## src/rtl/l2_write_buffer_if.sv

```systemverilog
// Arbiter-side and physical-memory-side signals of the L2 write buffer.
// The slave modport is the buffer; the master modport is the arbiter plus memory environment.
interface l2_write_buffer_if;
    localparam int unsigned ADDR_W = 16;
    localparam int unsigned LINE_W = 128;

    logic              arb_read;
    logic              arb_write;
    logic [ADDR_W-1:0] arb_address;
    logic [LINE_W-1:0] arb_wdata;
    logic              l2_resp;
    logic [LINE_W-1:0] l2_rdata;
    logic              pmem_read;
    logic              pmem_write;
    logic [ADDR_W-1:0] pmem_address;
    logic [LINE_W-1:0] pmem_wdata;
    logic [LINE_W-1:0] pmem_rdata;
    logic              pmem_resp;

    modport slave (
        input  arb_read, arb_write, arb_address, arb_wdata,
        output l2_resp, l2_rdata,
        output pmem_read, pmem_write, pmem_address, pmem_wdata,
        input  pmem_rdata, pmem_resp
    );

    modport master (
        output arb_read, arb_write, arb_address, arb_wdata,
        input  l2_resp, l2_rdata,
        input  pmem_read, pmem_write, pmem_address, pmem_wdata,
        output pmem_rdata, pmem_resp
    );
endinterface

```

## src/rtl/l2_write_buffer.sv

```systemverilog
// One-line write buffer between the L2 arbiter and physical memory.
// Define L2_WRITE_BUFFER_EN to enable the buffer; otherwise writes go straight through to memory.
module l2_write_buffer (
    input  logic               clk,
    input  logic               reset_n,
    l2_write_buffer_if.slave   bus
);
    localparam int unsigned ADDR_W = 16;
    localparam int unsigned LINE_W = 128;
    localparam int unsigned OFF_W  = 4;
    localparam int unsigned TAG_W  = ADDR_W - OFF_W;

    typedef enum logic [1:0] {S_IDLE, S_READ_MEM, S_DRAIN, S_RESP} state_t;

    state_t            state_q, state_d;
    logic [LINE_W-1:0] resp_q, resp_d;
    logic [TAG_W-1:0]  req_tag;
    logic              req_wr, req_rd;
    logic              unused_offset;

    // A simultaneous read and write is serviced as a write.
    assign req_tag       = bus.arb_address[ADDR_W-1:OFF_W];
    assign req_wr        = bus.arb_write;
    assign req_rd        = bus.arb_read & ~bus.arb_write;
    assign unused_offset = ^bus.arb_address[OFF_W-1:0];

`ifdef L2_WRITE_BUFFER_EN
    logic              wb_valid_q, wb_valid_d;
    logic [TAG_W-1:0]  wb_tag_q, wb_tag_d;
    logic [LINE_W-1:0] wb_data_q, wb_data_d;
    logic              wb_hit;

    assign wb_hit = wb_valid_q && (wb_tag_q == req_tag);

    // Buffered line; reset drops it without draining.
    always_ff @(posedge clk or negedge reset_n) begin
        if (!reset_n) begin
            wb_valid_q <= 1'b0;
            wb_tag_q   <= '0;
            wb_data_q  <= '0;
        end else begin
            wb_valid_q <= wb_valid_d;
            wb_tag_q   <= wb_tag_d;
            wb_data_q  <= wb_data_d;
        end
    end
`endif

    always_ff @(posedge clk or negedge reset_n) begin
        if (!reset_n) begin
            state_q <= S_IDLE;
            resp_q  <= '0;
        end else begin
            state_q <= state_d;
            resp_q  <= resp_d;
        end
    end

    // Next state, response capture and memory-side decode.
    always_comb begin
        state_d          = state_q;
        resp_d           = resp_q;
`ifdef L2_WRITE_BUFFER_EN
        wb_valid_d       = wb_valid_q;
        wb_tag_d         = wb_tag_q;
        wb_data_d        = wb_data_q;
`endif
        bus.l2_resp      = 1'b0;
        bus.l2_rdata     = '0;
        bus.pmem_read    = 1'b0;
        bus.pmem_write   = 1'b0;
        bus.pmem_address = '0;
        bus.pmem_wdata   = '0;

        case (state_q)
            S_IDLE: begin
`ifdef L2_WRITE_BUFFER_EN
                if (req_wr) begin
                    if (!wb_valid_q || wb_hit) begin
                        wb_valid_d = 1'b1;
                        wb_tag_d   = req_tag;
                        wb_data_d  = bus.arb_wdata;
                        resp_d     = '0;
                        state_d    = S_RESP;
                    end else begin
                        state_d    = S_DRAIN;
                    end
                end else if (req_rd) begin
                    if (wb_hit) begin
                        resp_d  = wb_data_q;
                        state_d = S_RESP;
                    end else begin
                        state_d = S_READ_MEM;
                    end
                end else if (wb_valid_q) begin
                    state_d = S_DRAIN;
                end
`else
                if (req_wr) begin
                    state_d = S_DRAIN;
                end else if (req_rd) begin
                    state_d = S_READ_MEM;
                end
`endif
            end
            S_READ_MEM: begin
                bus.pmem_read    = 1'b1;
                bus.pmem_address = {req_tag, {OFF_W{1'b0}}};
                if (bus.pmem_resp) begin
                    resp_d  = bus.pmem_rdata;
                    state_d = S_RESP;
                end
            end
            S_DRAIN: begin
                bus.pmem_write   = 1'b1;
`ifdef L2_WRITE_BUFFER_EN
                bus.pmem_address = {wb_tag_q, {OFF_W{1'b0}}};
                bus.pmem_wdata   = wb_data_q;
                if (bus.pmem_resp) begin
                    wb_valid_d = 1'b0;
                    state_d    = S_IDLE;
                end
`else
                bus.pmem_address = {req_tag, {OFF_W{1'b0}}};
                bus.pmem_wdata   = bus.arb_wdata;
                if (bus.pmem_resp) begin
                    resp_d  = '0;
                    state_d = S_RESP;
                end
`endif
            end
            S_RESP: begin
                bus.l2_resp  = 1'b1;
                bus.l2_rdata = resp_q;
                state_d      = S_IDLE;
            end
            default: state_d = S_IDLE;
        endcase
    end
endmodule

```

## src/flat_wrapper.sv

```systemverilog
// flat-port wrapper written by rule: the top's interface ports become plain ports
module l2_write_buffer_flat 
  (clk, reset_n, bus_arb_read, bus_arb_write, bus_arb_address, bus_arb_wdata, bus_l2_resp, bus_l2_rdata, bus_pmem_read, bus_pmem_write, bus_pmem_address, bus_pmem_wdata, bus_pmem_rdata, bus_pmem_resp);
  l2_write_buffer_if bus_i ();
  input  logic clk;
  input  logic reset_n;
  input wire logic [$bits(bus_i.arb_read)-1:0] bus_arb_read;
  input wire logic [$bits(bus_i.arb_write)-1:0] bus_arb_write;
  input wire logic [$bits(bus_i.arb_address)-1:0] bus_arb_address;
  input wire logic [$bits(bus_i.arb_wdata)-1:0] bus_arb_wdata;
  output wire logic [$bits(bus_i.l2_resp)-1:0] bus_l2_resp;
  output wire logic [$bits(bus_i.l2_rdata)-1:0] bus_l2_rdata;
  output wire logic [$bits(bus_i.pmem_read)-1:0] bus_pmem_read;
  output wire logic [$bits(bus_i.pmem_write)-1:0] bus_pmem_write;
  output wire logic [$bits(bus_i.pmem_address)-1:0] bus_pmem_address;
  output wire logic [$bits(bus_i.pmem_wdata)-1:0] bus_pmem_wdata;
  input wire logic [$bits(bus_i.pmem_rdata)-1:0] bus_pmem_rdata;
  input wire logic [$bits(bus_i.pmem_resp)-1:0] bus_pmem_resp;
  assign bus_i.arb_read = bus_arb_read;
  assign bus_i.arb_write = bus_arb_write;
  assign bus_i.arb_address = bus_arb_address;
  assign bus_i.arb_wdata = bus_arb_wdata;
  assign bus_l2_resp = bus_i.l2_resp;
  assign bus_l2_rdata = bus_i.l2_rdata;
  assign bus_pmem_read = bus_i.pmem_read;
  assign bus_pmem_write = bus_i.pmem_write;
  assign bus_pmem_address = bus_i.pmem_address;
  assign bus_pmem_wdata = bus_i.pmem_wdata;
  assign bus_i.pmem_rdata = bus_pmem_rdata;
  assign bus_i.pmem_resp = bus_pmem_resp;
  l2_write_buffer u_core (.clk(clk), .reset_n(reset_n), .bus(bus_i));
endmodule
```

## config.mk

```make
export PLATFORM = sky130hd
export DESIGN_NAME = l2_write_buffer_flat
export DESIGN_NICKNAME = d
export VERILOG_FILES = /design/src/rtl/l2_write_buffer_if.sv /design/src/rtl/l2_write_buffer.sv /design/src/flat_wrapper.sv
export SDC_FILE = /design/constraint.sdc
export NUM_CORES = 1
export LEC_CHECK = 0
export BUFFER_PORTS_ARGS = -buffer_cell sky130_fd_sc_hd__buf_2
export CORE_AREA = 2 2 212 214
export DETAILED_ROUTE_END_ITERATION = 16
export DIE_AREA = 0 0 214 216
export PLACE_DENSITY = 0.37
export SYNTH_ARGS = -nofsm -noshare
export SYNTH_HDL_FRONTEND = slang
export SYNTH_SLANG_ARGS = --single-unit
export TNS_END_PERCENT = 1
```

## constraint.sdc

```tcl
create_clock -name clk -period 2.21 [get_ports clk]
set_clock_uncertainty 0.2 [all_clocks]
set_input_delay 0 -clock clk [delete_from_list [all_inputs] [get_ports clk]]
set_output_delay 0 -clock clk [all_outputs]
set_load 0.01 [all_outputs]
```

==> results.py <==
metrics = {
    "run_status": {
        "status": "finished, final reports clean",
    },
    "placed_design": {
        "io_buffer_count": 543,
        "placed_cell_area_um2": 10800,
        "dp_hpwl_um": 29500,
        "gp_congestion": 0.857,
        "dpl_worst_slack_ns": 0.248,
    },
    "detailed_routing": {
        "dr.pass1.iters": 4,
        "vias": 8143,
        "finalWirelength_um": 37500,
        "remaining_drc_errors": 0,
        "drt-initial-drc-count": 308,
        "antenna_left": 0,
        "routedWlPerCell_um": 17.6,
        "vias_per_cell": 3.82,
    },
    "synthesis": {
        "netlist_area_um2": 7360,
        "seq_area_frac_synth_pct": 44.2,
        "synth.distinct_cells": 17,
        "syn-instance-count": 877,
        "synth-seq-cells": 130,
        "yosys_warnings": 0,
        "avgSynthCellArea_um2": 8.40,
        "synth_top_area_share_pct": 44.2,
        "yosys.area.top_type": "dfrtp_1",
        "synth.area.top_cells": "dfrtp_1 44%, and2_1 23%, nand2b_1 11%, o21ai_0 8.2%, nand2_1 6.6%",
    },
    "worst_setup_path": {
        "startpoint_type": "register",
        "arrival_ns": 1.90,
        "reg2reg_slack_ns": 0.31,
        "worstPathRequired_ns": 2.01,
        "critPathKind": "register to output pin",
        "endpoint_kind": "output pin",
        "cp_max_fo": 92,
    },
    "timing": {
        "clock.fmax_mhz": 477,
        "finalCriticalPeriod_ns": 2.10,
        "rsz0062_at_grt": "yes",
        "period_share_pct": 95.0,
        "finalSetupViolCount": 0,
        "hold_viol": 0,
        "relSlewSlack_pct": 56.0,
        "slew_viol_final": 0,
        "worst_pin_slew_ns": 0.660,
        "worst_slack_ns": 0.112,
    },
    "floorplanning": {
        "die_y_um": 216,
        "initial_core_util_pct": 16.8,
        "dieArea_um2": 46200,
        "core-area_um2": 43800,
        "die_x_um": 214,
        "io_pins": 552,
        "rows": 77,
    },
    "clock_network": {
        "htreeDepth": 4,
        "cts_buffers": 17,
        "clockBufferDepth": 2,
        "clock_sinks": 130,
        "clk_pin_slew_ns": 0.06,
        "cts_tree": "built",
        "root_buffer": "clkbuf_16",
        "clock_latency_ns": 0.43,
    },
    "global_routing": {
        "grt_pass1_wl_um": 54600,
        "grt_pass1_vias": 8354,
        "grt_antenna_before_repair": 10,
        "grt_start_max_net_pins": 130,
        "grt-ovfl-total": 0,
        "track_usage_pct": 15.9,
    },
    "layout": {
        "multi_input_area_um2": 3800,
        "syn_to_final_growth_pct": 73.9,
        "final_cell_area_um2": 12800,
        "most-common-layout-cells": "538 x buf_2, 268 x and2_1, 133 x dlygate4sd3_1",
        "finalNetCount": 1802,
        "final_common_cell": "buf_2",
        "regArea_um2": 3250,
        "fill_cells": 4860,
        "drive_gt1_share_pct": 39.1,
    },
    "job": {
        "maxCapViolations": 0,
    },
    "power": {
        "vdd_drop_max_mv": 0.634,
        "powerDensity_nw_per_um2": 1120,
        "p_leak_nw": 6.84,
    },
    "worst_hold_path": {
        "hp-class": "input pin to output pin",
    },
}
-- final timing paths --
kind | end | from | cells after the start
setup / recovery | bus_pmem_wdata[40] | u_core.state_q[0] | 5
hold / removal | bus_pmem_wdata[38] | bus_arb_wdata[38] | 3
setup reg to reg | u_core.resp_q[23] | u_core.state_q[0] | 5
hold reg to reg | u_core.resp_q[86] | u_core.resp_q[86] | 2
max in group asynchronous | u_core.resp_q[14] | reset_n | 4
min in group asynchronous | u_core.resp_q[76] | reset_n | 3
-- state kept, by name, indices dropped and copies added, names as in the netlist --
name,count
u_core.state_q,2
u_core.resp_q,128
-- power by group --
group          leakage (nW)  total, mW  internal, mW  switching, mW
clock network         0.304       3.05          1.94           1.11
registers              1.65       3.89          3.42          0.479
logic                  4.89       7.45          3.18           4.27
-- cell type report --
type                       instances  share of cell area (%)
sequential                       130                    25.4
clock inverter                    10                    1.22
tap                              592                    5.78
clock buffer                      22                    3.62
inverter                           4                   0.137
multi-input combinational        671                    29.6
antenna                            5                  0.0977
timing repair buffer             695                    34.1
-- critical path: stages (launching register included) --
cell and delay (ns):
dfrtp_2 0.46, inv_4 0.11, ha_4 0.20, buf_16 0.25, and2_1 0.18, clkbuf_4 0.20
-- routing by layer --
layer | vias up | track usage, % | wire, um
met2 | 284 | 29.9 | 19800
li1 | 3995 | - | -
met5 | - | 0 | 44
met3 | 41 | 4.31 | 2150
met1 | 3817 | 16.7 | 14300
met4 | 6 | 6.25 | 1140
-- timing repair --
action,4_1_cts,5_1_grt
setup buffers,0,0
resized for setup,3,7
hold buffers,133,0
setup endpoints to repair,58,36
endpoints found under the hold margin,260,0
-- synth_stat cells --
library cell  count
conb_1            1
ha_1              6
o21ai_1           9
o21ai_0         120
dfrtp_1         130
a21oi_1           1
and2_1          268
buf_6             6
mux2_2            2
nand2b_1        129
inv_1             4
clkbuf_1         55
o21ai_2           1
buf_4             5
nand2_1         130
nor3b_1           1
buf_2             9
-- metrics by stage --
stage / setup TNS, ns / std cells / total power [mW] / utilization [%] / hold WS (ns)
CTS: 0 / 2124 / 14.7 / 29.1 / 0.0862
global route: -0.0174 / 2126 / 15.5 / 29.2 / 0.0983
detailed placement: 0 / 1959 / 11.4 / 24.7 / -0.199
global placement: 0 / 1959 / 11.3 / 24.7 / -0.192
finish: 0 / 2129 / 14.4 / 29.2 / 0.0846
floorplan: 0 / 880 / 8.02 / - / -0.496
-- kinds of logic (layout without fill, tap and decap cells) --
| group | count (synthesis) | in the layout | share of synthesized area (%) |
|---|---|---|---|
| DFF | 130 | 130 | 44.2 |
| buffers and inverters | 79 | 731 | 5.05 |
| muxes | 2 | 2 | 0.306 |
| AOI/OAI and AO/OA | 131 | 131 | 8.95 |
| and+or+nand+nor | 528 | 528 | 40.5 |
| adders and majority gates | 6 | 6 | 1.02 |
| other | 1 | 9 | 0.0509 |
Note: power is estimated with default switching activity, not from simulation.
